$ cat src/rtl/afu_csr_pkg.sv
// Shared types for the AFU MMIO CSR block: CCI-P MMIO views, CSR map and read-request struct.
// Only the CCI-P fields the CSR responder touches are modelled here.
package afu_csr_pkg;

    typedef logic [15:0] t_csr_dw_addr;

    typedef enum logic [1:0] {
        MMIO_LEN_4B   = 2'd0,
        MMIO_LEN_8B   = 2'd1,
        MMIO_LEN_64B  = 2'd2,
        MMIO_LEN_RSVD = 2'd3
    } t_mmio_len;

    typedef struct packed {
        t_csr_dw_addr address;
        logic [1:0]   length;
        logic         rsvd;
        logic [8:0]   tid;
    } t_ccip_c0_ReqMmioHdr;

    typedef struct packed {
        t_ccip_c0_ReqMmioHdr hdr;
        logic [511:0]        data;
        logic                mmioRdValid;
        logic                mmioWrValid;
    } t_if_ccip_c0_Rx;

    typedef struct packed {
        logic           c0TxAlmFull;
        logic           c1TxAlmFull;
        t_if_ccip_c0_Rx c0;
    } t_if_ccip_Rx;

    typedef struct packed {
        logic [8:0] tid;
    } t_ccip_c2_RspMmioHdr;

    typedef struct packed {
        t_ccip_c2_RspMmioHdr hdr;
        logic                mmioRdValid;
        logic [63:0]         data;
    } t_if_ccip_c2_Tx;

    localparam logic [15:0] CSR_DFH       = 16'h000;
    localparam logic [15:0] CSR_ID_L      = 16'h008;
    localparam logic [15:0] CSR_ID_H      = 16'h010;
    localparam logic [15:0] CSR_SCRATCH   = 16'h028;
    localparam logic [15:0] CSR_CTL       = 16'h030;
    localparam logic [15:0] CSR_SRC_ADDR  = 16'h038;
    localparam logic [15:0] CSR_DST_ADDR  = 16'h040;
    localparam logic [15:0] CSR_NUM_LINES = 16'h048;
    localparam logic [15:0] CSR_STATUS    = 16'h050;
    localparam logic [15:0] CSR_CYCLE_CNT = 16'h058;
    localparam logic [15:0] CSR_MMIO_CNT  = 16'h060;

    localparam int unsigned CTL_START_BIT   = 0;
    localparam int unsigned STATUS_DONE_BIT = 0;
    localparam int unsigned STATUS_ERR_BIT  = 1;

    typedef struct packed {
        logic         valid;
        logic [8:0]   tid;
        t_csr_dw_addr dw_addr;
        t_mmio_len    len;
    } t_csr_rd_req;

    // 64-bit register index of a byte offset, comparable with dw_addr[15:1].
    function automatic logic [14:0] csr_qw(input logic [15:0] byte_off);
        return {2'b00, byte_off[15:3]};
    endfunction

endpackage

$ cat src/rtl/afu_mmio_rsp_pipe.sv
// Two-stage MMIO read response pipeline: stage 1 captures the selected CSR, stage 2 places
// the requested DW and registers the c2 response.
module afu_mmio_rsp_pipe
    import afu_csr_pkg::*;
(
    input  logic           clk,
    input  logic           reset,
    input  t_csr_rd_req    rd_req,
    input  logic [63:0]    rd_data,
    output t_if_ccip_c2_Tx c2_tx
);

    t_csr_rd_req s1_req;
    logic [63:0] s1_data;
    logic [63:0] s2_data;

    always_comb begin
        s2_data = s1_data;
        if (s1_req.len == MMIO_LEN_4B) begin
            s2_data = s1_req.dw_addr[0] ? {32'b0, s1_data[63:32]} : {32'b0, s1_data[31:0]};
        end
    end

    always_ff @(posedge clk) begin
        if (reset) begin
            s1_req  <= '0;
            s1_data <= '0;
            c2_tx   <= '0;
        end else begin
            s1_req            <= rd_req;
            s1_data           <= rd_data;
            c2_tx.mmioRdValid <= s1_req.valid;
            c2_tx.hdr.tid     <= s1_req.tid;
            c2_tx.data        <= s2_data;
        end
    end

    logic unused_addr;
    assign unused_addr = ^s1_req.dw_addr[15:1];

endmodule

$ cat src/rtl/afu_mmio_csr.sv
// AFU MMIO CSR responder: decodes CCI-P c0 MMIO reads/writes, holds DFH/ID and control CSRs.
// Optional performance counters (CYCLE_CNT, MMIO_CNT) enabled by AFU_CSR_PERF_CNT_EN.
module afu_mmio_csr
    import afu_csr_pkg::*;
#(
    parameter logic [63:0] AFU_DFH  = 64'h1000_0000_0000_1000,
    parameter logic [63:0] AFU_ID_L = 64'h0,
    parameter logic [63:0] AFU_ID_H = 64'h0,
    parameter int unsigned NLINES_W = 32
) (
    input  logic                Clk_400,
    input  logic                SoftReset,
    input  t_if_ccip_Rx         cp2af_sRxPort,
    output t_if_ccip_c2_Tx      mmio_c2Tx,
    output logic                ctl_start,
    output logic [63:0]         ctl_reg,
    output logic [63:0]         src_addr,
    output logic [63:0]         dst_addr,
    output logic [NLINES_W-1:0] num_lines,
    input  logic                stat_done,
    input  logic                stat_err
);

    localparam logic [14:0] QW_DFH       = csr_qw(CSR_DFH);
    localparam logic [14:0] QW_ID_L      = csr_qw(CSR_ID_L);
    localparam logic [14:0] QW_ID_H      = csr_qw(CSR_ID_H);
    localparam logic [14:0] QW_SCRATCH   = csr_qw(CSR_SCRATCH);
    localparam logic [14:0] QW_CTL       = csr_qw(CSR_CTL);
    localparam logic [14:0] QW_SRC_ADDR  = csr_qw(CSR_SRC_ADDR);
    localparam logic [14:0] QW_DST_ADDR  = csr_qw(CSR_DST_ADDR);
    localparam logic [14:0] QW_NUM_LINES = csr_qw(CSR_NUM_LINES);
    localparam logic [14:0] QW_STATUS    = csr_qw(CSR_STATUS);

    t_if_ccip_c0_Rx c0;
    logic           rd_valid, wr_en, wr_4b, wr_odd;
    logic [14:0]    qw;
    logic [63:0]    wr_data;

    assign c0       = cp2af_sRxPort.c0;
    assign rd_valid = c0.mmioRdValid;
    // A write colliding with a read is a protocol violation; the read wins.
    assign wr_en    = c0.mmioWrValid && !c0.mmioRdValid;
    assign qw       = c0.hdr.address[15:1];
    assign wr_odd   = c0.hdr.address[0];
    assign wr_4b    = (t_mmio_len'(c0.hdr.length) == MMIO_LEN_4B);
    assign wr_data  = c0.data[63:0];

    function automatic logic [63:0] merge_wr(input logic [63:0] cur, input logic [63:0] wd,
                                             input logic is_4b, input logic odd);
        if (!is_4b)  return wd;
        else if (odd) return {wd[31:0], cur[31:0]};
        else          return {cur[63:32], wd[31:0]};
    endfunction

    logic [63:0] scratch, ctl_q, src_q, dst_q;
    logic [31:0] nlines_q;
    logic        err_sticky, err_clr;
    logic [63:0] ctl_wr, nlines_wr;

    assign ctl_wr    = merge_wr(ctl_q, wr_data, wr_4b, wr_odd);
    assign nlines_wr = merge_wr({32'b0, nlines_q}, wr_data, wr_4b, wr_odd);
    assign err_clr   = wr_en && (qw == QW_STATUS) && !(wr_4b && wr_odd) && wr_data[STATUS_ERR_BIT];

    always_ff @(posedge Clk_400) begin
        if (SoftReset) begin
            scratch    <= '0;
            ctl_q      <= '0;
            src_q      <= '0;
            dst_q      <= '0;
            nlines_q   <= '0;
            err_sticky <= 1'b0;
            ctl_start  <= 1'b0;
        end else begin
            ctl_start <= 1'b0;
            if (wr_en) begin
                case (qw)
                    QW_SCRATCH:   scratch  <= merge_wr(scratch, wr_data, wr_4b, wr_odd);
                    QW_CTL: begin
                        ctl_q     <= {ctl_wr[63:1], 1'b0};
                        ctl_start <= ctl_wr[CTL_START_BIT];
                    end
                    QW_SRC_ADDR:  src_q    <= merge_wr(src_q, wr_data, wr_4b, wr_odd);
                    QW_DST_ADDR:  dst_q    <= merge_wr(dst_q, wr_data, wr_4b, wr_odd);
                    QW_NUM_LINES: nlines_q <= nlines_wr[31:0];
                    default: ;
                endcase
            end
            // Set has priority over a simultaneous clear.
            if (stat_err)     err_sticky <= 1'b1;
            else if (err_clr) err_sticky <= 1'b0;
        end
    end

`ifdef AFU_CSR_PERF_CNT_EN
    localparam logic [14:0] QW_CYCLE_CNT = csr_qw(CSR_CYCLE_CNT);
    localparam logic [14:0] QW_MMIO_CNT  = csr_qw(CSR_MMIO_CNT);

    logic [63:0] cycle_cnt;
    logic [31:0] rd_cnt, wr_cnt;

    always_ff @(posedge Clk_400) begin
        if (SoftReset) begin
            cycle_cnt <= '0;
            rd_cnt    <= '0;
            wr_cnt    <= '0;
        end else begin
            if (wr_en && (qw == QW_CYCLE_CNT)) cycle_cnt <= '0;
            else                               cycle_cnt <= cycle_cnt + 64'd1;
            if (wr_en && (qw == QW_MMIO_CNT)) begin
                rd_cnt <= '0;
                wr_cnt <= '0;
            end else begin
                rd_cnt <= rd_cnt + {31'b0, rd_valid};
                wr_cnt <= wr_cnt + {31'b0, wr_en};
            end
        end
    end
`endif

    logic [63:0] rd_data;

    always_comb begin
        rd_data = '0;
        case (qw)
            QW_DFH:       rd_data = AFU_DFH;
            QW_ID_L:      rd_data = AFU_ID_L;
            QW_ID_H:      rd_data = AFU_ID_H;
            QW_SCRATCH:   rd_data = scratch;
            QW_CTL:       rd_data = ctl_q;
            QW_SRC_ADDR:  rd_data = src_q;
            QW_DST_ADDR:  rd_data = dst_q;
            QW_NUM_LINES: rd_data = {32'b0, nlines_q};
            QW_STATUS: begin
                rd_data[STATUS_DONE_BIT] = stat_done;
                rd_data[STATUS_ERR_BIT]  = err_sticky;
            end
`ifdef AFU_CSR_PERF_CNT_EN
            QW_CYCLE_CNT: rd_data = cycle_cnt;
            // The read of MMIO_CNT reports itself in the read count.
            QW_MMIO_CNT:  rd_data = {wr_cnt, rd_cnt + 32'd1};
`endif
            default:      rd_data = '0;
        endcase
    end

    t_csr_rd_req rd_req;

    always_comb begin
        rd_req         = '0;
        rd_req.valid   = rd_valid;
        rd_req.tid     = c0.hdr.tid;
        rd_req.dw_addr = c0.hdr.address;
        rd_req.len     = t_mmio_len'(c0.hdr.length);
    end

    afu_mmio_rsp_pipe u_rsp_pipe (
        .clk     (Clk_400),
        .reset   (SoftReset),
        .rd_req  (rd_req),
        .rd_data (rd_data),
        .c2_tx   (mmio_c2Tx)
    );

    assign ctl_reg   = ctl_q;
    assign src_addr  = src_q;
    assign dst_addr  = dst_q;
    assign num_lines = nlines_q[NLINES_W-1:0];

    logic unused_rx;
    assign unused_rx = ^{cp2af_sRxPort.c0TxAlmFull, cp2af_sRxPort.c1TxAlmFull,
                         c0.hdr.rsvd, c0.data[511:64]};

endmodule

$ cat config.mk
export PLATFORM = sky130hd
export DESIGN_NAME = afu_mmio_csr
export DESIGN_NICKNAME = d
export VERILOG_FILES = /design/src/rtl/afu_csr_pkg.sv /design/src/rtl/afu_mmio_rsp_pipe.sv /design/src/rtl/afu_mmio_csr.sv
export SDC_FILE = /design/constraint.sdc
export NUM_CORES = 1
export LEC_CHECK = 0
export CELL_PAD_IN_SITES_DETAIL_PLACEMENT = 0
export CELL_PAD_IN_SITES_GLOBAL_PLACEMENT = 1
export CORE_AREA = 8 8 323 325
export CTS_BUF_LIST = sky130_fd_sc_hd__clkbuf_16
export DETAILED_ROUTE_END_ITERATION = 10
export DIE_AREA = 0 0 331 333
export DONT_BUFFER_PORTS = 1
export HOLD_SLACK_MARGIN = 0.05
export MAX_ROUTING_LAYER = met4
export PLACE_DENSITY = 0.45
export SYNTH_ARGS = -nofsm -noshare
export SYNTH_HDL_FRONTEND = slang
export SYNTH_SLANG_ARGS = --single-unit
$ cat constraint.sdc
create_clock -name Clk_400 -period 5 [get_ports Clk_400]
set_input_delay 1.25 -clock Clk_400 [delete_from_list [all_inputs] [get_ports Clk_400]]
set_output_delay 1.25 -clock Clk_400 [all_outputs]
set_load 0.005 [all_outputs]
==> results by group, run 1 <==
Routing
  • DRC Markers: 0
  • Vias: 15.5k
  • WL final: between 90000 and 100000 um
  • Vias per cell: 4.95
  • DR WL/cell: 31.6 um
  • DRT iter0 DRCs: 1504
  • DR pass1 iterations: 7
  • Detail Route Antenna Nets: 0

STA
  • Worst Clk Skew: 23.0 ps
  • Pins Over Slew Limit: 0
  • Fin. Hold Viols: 0
  • Setup TNS: 0 ps
  • # setup viols final: 0
  • Fmax: around 320 MHz
  • Worst-Margin Slew: 1240 ps
  • Fin crit share: between 60% and 70%
  • Worst slew margin: 17.0%
  • Tmin final: 3170 ps
  • RSZ-0062 raised after global routing: no
  • Hold WS: 439 ps

Logic synthesis
  • Synth area leaders: dfxtp_1 (51%), a21oi_1 (11%), nand3_1 (4.7%)
  • Cell with the most instances after synthesis: dfxtp_1
  • #FFs+latches synth: between 400 and 500
  • Synth warn: 0
  • Most instantiated cells after synthesis: dfxtp_1 (440), a21oi_1 (382), nand3_1 (162), o21ai_0 (162), clkbuf_1 (161)
  • Cell variety after synth: 46
  • Most used DFF post-synth: dfxtp_1
  • Post-synth EDFFs: 0
  • Synth area leader: dfxtp_1
  • Area share of the largest cell type after synthesis: 51.1%
  • Seq/Total Area, Yosys: 51.1%
  • Syn nets: 2449
  • Mapped Area: 0.0172 sq mm
  • Post-synthesis async set-or-reset flop share: 0%
  • Mapped Cells: 1901
  • Synth Area per Inst: a little over 9 sq um

CTS
  • Post_cts resized: 0
  • Clk_lat worst skew: ~640 ps
  • Root buf cell: clkbuf_16
  • TritonCTS clock tree: built
  • H-Tree Depth: 2
  • Worst-path clk slew: ~70 ps
  • Hold_buf cts: 0
  • Sink Count: 440
  • Setup bufs post-CTS: 0
  • Maximum root-to-sink buffer count: 3
  • TritonCTS Buffers: 54

Global route
  • Vias in the first global route: 15.3k
  • GRT met3 Usage: about a tenth
  • Initial antenna violation count: 16
  • Global-route layer with the greatest usage: met2
  • All-Layer GR Usage: 17.5%
  • Grt ovf: 0
  • Largest net degree at the start of global routing: 348
  • Global-route wire length before repair: 133000 um
  • Grt met1 use: 18.3%
  • Met2 Track Usage GR: about 28%

Critical path
  • Critical path depth in cells: 5
  • Crit-path leading delay family: simple AND/OR/NAND/NOR gates
  • CP required: between 5000 and 6000 ps
  • CP Max Fanout: 62
  • Largest stage delay, worst path: just under 800 ps
  • Crit path max-delay cell type: or4_1
  • FF-to-FF path depth: 5
  • Worst Path Arrival: 3700 ps
  • CP Class: primary input to flip-flop
  • Crit path buf inv count: 1
  • Startpoint types: primary input
  • CP Capture Type: flip-flop
  • CP Cell Sequence: or4_1 -> nor3_1 -> o211ai_1 -> buf_4 -> a21oi_1

Layout
  • P&R area growth vs syn: 17.1%
  • Share of cells above drive strength 1: 10.9%
  • Largest register by flop count: u_rsp_pipe.c2_tx
  • NumNets Final: about 2.3k
  • Max FFs per register: 74
  • Fin area: 0.0202 sq mm
  • Fill cell count: 11.0k

Place
  • Port-buffer cells: 0
  • Post-DP HPWL: 66800 um
  • Final GP Congestion: 0.791
  • Placed Area: 0.0184 sq mm

Floorplanning
  • Die area: 0.110 sq mm
  • Area of the core: between 0.09 and 0.1 sq mm
  • I/O Pins: 847
  • DIE HEIGHT: 333 um
  • Initial Util: 17.4%
  • Site Rows: between 100 and 150
  • Die width: 331 um

Worst hold path
  • Min-Delay Path Class: flip-flop to flip-flop
  • Hold Path Depth: 2

Pwr
  • LEAKAGE: 0.00604 uW
  • Maximum vdd drop: 0.000227 V
  • Pwr dens: around 380 mW/mm^2
  • Total Power: 7720 uW

Outcome
  • Status: completed

Job
  • Max-Cap Viols: 0
[worst paths after layout]
check,start,slack (ps),end
setup reg to reg,u_rsp_pipe.s1_req[1],3250,u_rsp_pipe.c2_tx[2]
hold / removal,u_rsp_pipe.s1_data[26],440,u_rsp_pipe.c2_tx[26]
hold reg to reg,u_rsp_pipe.s1_data[26],440,u_rsp_pipe.c2_tx[26]
setup / recovery,cp2af_sRxPort[537],1830,u_rsp_pipe.s1_data[13]
[placed cells by master (no fill, tap or decap), types with 5 or more instances in the layout]
master     Yosys  final
nor2_1        41     36
a22o_1        36     36
o21ai_0      162    162
buf_12         0      7
a22oi_1       54     54
a222oi_1      34     34
nand4_1        5      5
a21oi_1      382    382
diode_2        0     11
bufinv_16      0      6
mux2_2        30     30
and3_1        33     33
clkinv_2       0     10
dfxtp_1      440    440
buf_4          2     30
clkbuf_16      0     55
inv_1          3     13
nand3b_1       5      5
a211oi_1      70     70
nor2b_1       25     25
clkinv_1       0     13
nand3_1      162    162
nand2_1       72     71
a211oi_2      28     28
and2_1        34     32
a311oi_1      32     32
[worst min-delay path, delay by kind of cell (launching register included)]
kind / cells / cell delay (ps)
and+or+nand+nor: 1 / 40
AOI/OAI and AO/OA: 1 / 50
DFF: 1 / 290
[cells by family (layout without fill, tap and decap cells)]
family | Yosys count | after routing | share of synthesized area [%]
multiplexers | 30 | 30 | 1.96
AO/OA/AOI/OAI | 806 | 806 | 29.0
AND/OR/NAND/NOR | 407 | 407 | 12.6
other | 1 | 12 | 0.0217
buffers and inverters | 217 | 140 | 5.30
flip-flops | 440 | 440 | 51.1
[metal layers]
layer  wire (um)  up-vias
li1            -     6832
met1       35700     7755
met2       45700      770
met3       13900      142
met4        3710        0
met5           0        -
[metrics by stage]
step                setup slack (ps)  std cells  utilization, %
detailed placement              1220       3022            18.5
global placement                1210       3022            18.5
CTS                             1910       3122            20.3
global route                    1770       3127            20.3
finish                          1830       3133            20.3
floorplan                       1960       1901               -
[cell type report]
cell class / count / area (sq um) / share of cell area, %
multi-input combinational: 1244 / 7590 / 37.6
sequential: 440 / 8810 / 43.6
tap: 1298 / 1620 / 8.05
inverter: 3 / 11.3 / 0.0558
clock buffer: 55 / 1380 / 6.82
antenna: 11 / 27.5 / 0.136
clock inverter: 45 / 379 / 1.88
timing repair buffer: 37 / 365 / 1.81
[power breakdown]
part           internal, uW  switching (uW)  total, uW
clock                  2300            1690       3990
sequential             3520            4.65       3520
combinational          44.0             165        209
(Power assumes the default switching activity.)
==> inputs of run 2 (changes only) <==
--- a/config.mk
+++ b/config.mk
@@ -7,14 +7,14 @@
 export LEC_CHECK = 0
 export CELL_PAD_IN_SITES_DETAIL_PLACEMENT = 0
 export CELL_PAD_IN_SITES_GLOBAL_PLACEMENT = 1
-export CORE_AREA = 8 8 323 325
+export CORE_AREA = 8 8 320 322
 export CTS_BUF_LIST = sky130_fd_sc_hd__clkbuf_16
 export DETAILED_ROUTE_END_ITERATION = 10
-export DIE_AREA = 0 0 331 333
+export DIE_AREA = 0 0 328 330
 export DONT_BUFFER_PORTS = 1
 export HOLD_SLACK_MARGIN = 0.05
 export MAX_ROUTING_LAYER = met4
-export PLACE_DENSITY = 0.45
+export PLACE_DENSITY = 0.46
 export SYNTH_ARGS = -nofsm -noshare
 export SYNTH_HDL_FRONTEND = slang
 export SYNTH_SLANG_ARGS = --single-unit
==> constraint.sdc (replaced) <==
create_clock -name Clk_400 -period 2.6 [get_ports Clk_400]
set_input_delay 0.65 -clock Clk_400 [delete_from_list [all_inputs] [get_ports Clk_400]]
set_output_delay 0.65 -clock Clk_400 [all_outputs]
set_load 0.005 [all_outputs]
==> run 2 against run 1 <==
First-iteration DRC count down 6.8%. Setup slack worse by 1500 ps. Clock skew fell by 4.4 ps. Cell count increased by 2.2%. Combinational power grew 120%. Wire length shrank 2.1%. Clock power rose by 84%. Register-to-register slack got worse by 2500 ps. Hold slack got worse by 320 ps. Highest routed layer unchanged.
==> results by group, run 2 (same netlist as run 1, synthesis figures left out) <==
Pwr
  • Total Power: 14600 uW (was 7720 uW)
  • Gate power share: 3.2% (was 2.7%)
  • Sw Share: 23.7% (was 24.1%)
  • Internal: 11100 uW (was 5860 uW)
  • Clock network power share: 50.3% (was 51.7%)
  • P_sw: 3450 uW (was 1860 uW)
  • Maximum vdd drop: 0.000424 V (was 0.000227 V)
  • LEAKAGE: 0.00656 uW (was 0.00604 uW)
  • Pwr dens: 689 mW/mm^2 (was 382 mW/mm^2)
  • Flop pwr share: 46.4% (was 45.6%)

Routing
  • Vias: 15.6k (was 15.5k)
  • Detail Route Antenna Nets: 0 (unchanged)
  • DRC Markers: 0 (unchanged)
  • WL final: 97000 um (was 99100 um)
  • Vias per cell: 4.88 (was 4.95)
  • DRT iter0 DRCs: 1401 (was 1504)
  • DR pass1 iterations: 6 (was 7)
  • DR WL/cell: 30.3 um (was 31.6 um)

Worst hold path
  • Hold path startpoint: SoftReset (was u_rsp_pipe.s1_data[26])
  • Hold worst-path end: u_rsp_pipe.s1_req[21] (was u_rsp_pipe.c2_tx[26])
  • Hold Path Depth: 1 (was 2)
  • Min-Delay Path Class: primary input to flip-flop (was flip-flop to flip-flop)

Critical path
  • CP Max Fanout: 31 (was 62)
  • Startpoint types: primary input (unchanged)
  • Critical Path Most Common Cell: buf_4
  • CP Capture Type: flip-flop (unchanged)
  • Worst Path Arrival: 2780 ps (was 3700 ps)
  • Crit path max-delay cell type: or4_1 (unchanged)
  • R2r setup slk: 760 ps (was 3250 ps)
  • Crit-path leading delay family: simple AND/OR/NAND/NOR gates (unchanged)
  • CP Cell Sequence: or4_1 -> buf_4 -> nor4_4 -> buf_12 -> a222oi_1 -> nor2_1 -> buf_4 (was or4_1 -> nor3_1 -> o211ai_1 -> buf_4 -> a21oi_1)
  • CP Class: primary input to flip-flop (unchanged)
  • FF-to-FF path depth: 6 (was 5)
  • Worst reg2reg path startpoint: u_rsp_pipe.s1_req[1] (unchanged)
  • Reg-to-Reg End: u_rsp_pipe.c2_tx[28] (was u_rsp_pipe.c2_tx[2])
  • CP required: 3160 ps (was 5530 ps)
  • Largest stage delay, worst path: 580 ps (was 790 ps)
  • Crit path buf inv count: 3 (was 1)

Floorplanning
  • Site Rows: 115 (was 116)
  • Area of the core: 0.0974 sq mm (was 0.0993 sq mm)
  • Initial Util: 17.7% (was 17.4%)
  • I/O Pins: 847 (unchanged)
  • DIE HEIGHT: 330 um (was 333 um)
  • Die width: 328 um (was 331 um)
  • Die area: 0.108 sq mm (was 0.110 sq mm)

Global route
  • Largest net degree at the start of global routing: 348 (unchanged)
  • Global-route wire length before repair: 131000 um (was 133000 um)
  • All-Layer GR Usage: 17.4% (was 17.5%)
  • Initial antenna violation count: 16 (unchanged)
  • Grt ovf: 0 (unchanged)
  • Vias in the first global route: 15.4k (was 15.3k)

Layout
  • Max FFs per register: 74 (unchanged)
  • Largest register by flop count: u_rsp_pipe.c2_tx (unchanged)
  • Sequential Area: 0.00881 sq mm (unchanged)
  • Fin util: 21.7% (was 20.3%)
  • P&R area growth vs syn: 22.7% (was 17.1%)
  • Most frequent cells in the layout: dfxtp_1 (440), a21oi_1 (382), o21ai_0 (162), nand3_1 (162), buf_4 (80) (was dfxtp_1 (440), a21oi_1 (382), o21ai_0 (162), nand3_1 (162), nand2_1 (71))
  • Share of cells above drive strength 1: 14.6% (was 10.9%)
  • Area of the multi-input gates: 0.00759 sq mm (about the same)
  • Most common cell after layout, fill and taps aside: dfxtp_1 (unchanged)
  • NumNets Final: 2412 (was 2328)
  • Fill cell count: 10.5k (was 11.0k)
  • Final Non-Filler Cells: 3202 (was 3133)

Place
  • Post-DP HPWL: 69600 um (was 66800 um)
  • Dpl ws: -265 ps (was 1220 ps)
  • Port-buffer cells: 0 (unchanged)
  • Dpl cells: 3095 (was 3022)
  • Final GP Congestion: 0.823 (was 0.791)

STA
  • Pins Over Slew Limit: 0 (unchanged)
  • Tmin final: 2220 ps
  • # setup viols final: 0 (unchanged)
  • RSZ-0062 raised after global routing: no (unchanged)
  • Worst Clk Skew: 18.7 ps (was 23.0 ps)
  • Slack of the critical path: 376 ps (was 1830 ps)
  • Worst-Margin Slew: 1300 ps (was 1240 ps)
  • Fin. Hold Viols: 0 (unchanged)
  • Worst slew margin: 13.5% (was 17.0%)
  • Fmax: 450 MHz
  • Fin crit share: 85.5%

CTS
  • Maximum root-to-sink buffer count: 3 (unchanged)
  • TritonCTS clock tree: built (unchanged)
  • Clk_lat worst skew: 630 ps (was 640 ps)
  • Setup bufs post-CTS: 0 (unchanged)
  • Hold_buf cts: 0 (unchanged)
  • TritonCTS Buffers: 54 (unchanged)
  • Sink Count: 440 (unchanged)
  • Post_cts resized: 0 (unchanged)
  • Worst-path clk slew: 50 ps (was 70 ps)
  • Root buf cell: clkbuf_16 (unchanged)
  • H-Tree Depth: 2 (unchanged)

Job
  • Max-Cap Viols: 0 (unchanged)

Outcome
  • Status: completed (unchanged)
[run 2: stage by stage]
stage	TNS [ps]	cell area (sq um)	hold slack, ps
2_1_floorplan	0	17200	414
3_3_place_gp	-9450	19400	441
3_5_place_dp	-8130	19400	432
4_1_cts	0	21100	88.0
5_1_grt	0	21200	83.0
6_report	0	21200	114
[run 2: layer usage]
| layer | global-route usage [%] | share of wire, % |
|---|---|---|
| met1 | 18.6 | 37 |
| met2 | 28.6 | 48 |
| met3 | 8.77 | 13 |
| met4 | 4.52 | 2.6 |
| met5 | - | 0 |
[run 2: final cells by class]
type                            count  share of cell area, %
Sequential cell                   440                   41.6
Tap cell                         1287                   7.61
Clock inverter                     44                   1.51
Inverter                            3                 0.0532
Timing Repair Buffer              121                   6.72
Antenna cell                        8                 0.0946
Clock buffer                       55                   6.50
Multi-Input combinational cell   1244                   35.9
[run 2: worst max-delay path by stage]
stage                       startpoint  cells after the start                      to
floorplan           cp2af_sRxPort[537]                      6             scratch[52]
global placement    cp2af_sRxPort[537]                      6   u_rsp_pipe.s1_data[8]
detailed placement  cp2af_sRxPort[537]                      6  u_rsp_pipe.s1_data[12]
CTS                 cp2af_sRxPort[537]                      6  u_rsp_pipe.s1_data[16]
global route        cp2af_sRxPort[537]                      6  u_rsp_pipe.s1_data[16]
finish              cp2af_sRxPort[537]                      7  u_rsp_pipe.s1_data[44]
[run 2: power groups by stage]
stage          sequential [uW]  clock [uW]  combinational, uW
3_3_place_gp              6920           0                473
6_report                  6770        7340                469
4_1_cts                   6770        7580                477
5_1_grt                   6770        7830                501
2_1_floorplan             6910           0                333
3_5_place_dp              6920           0                475
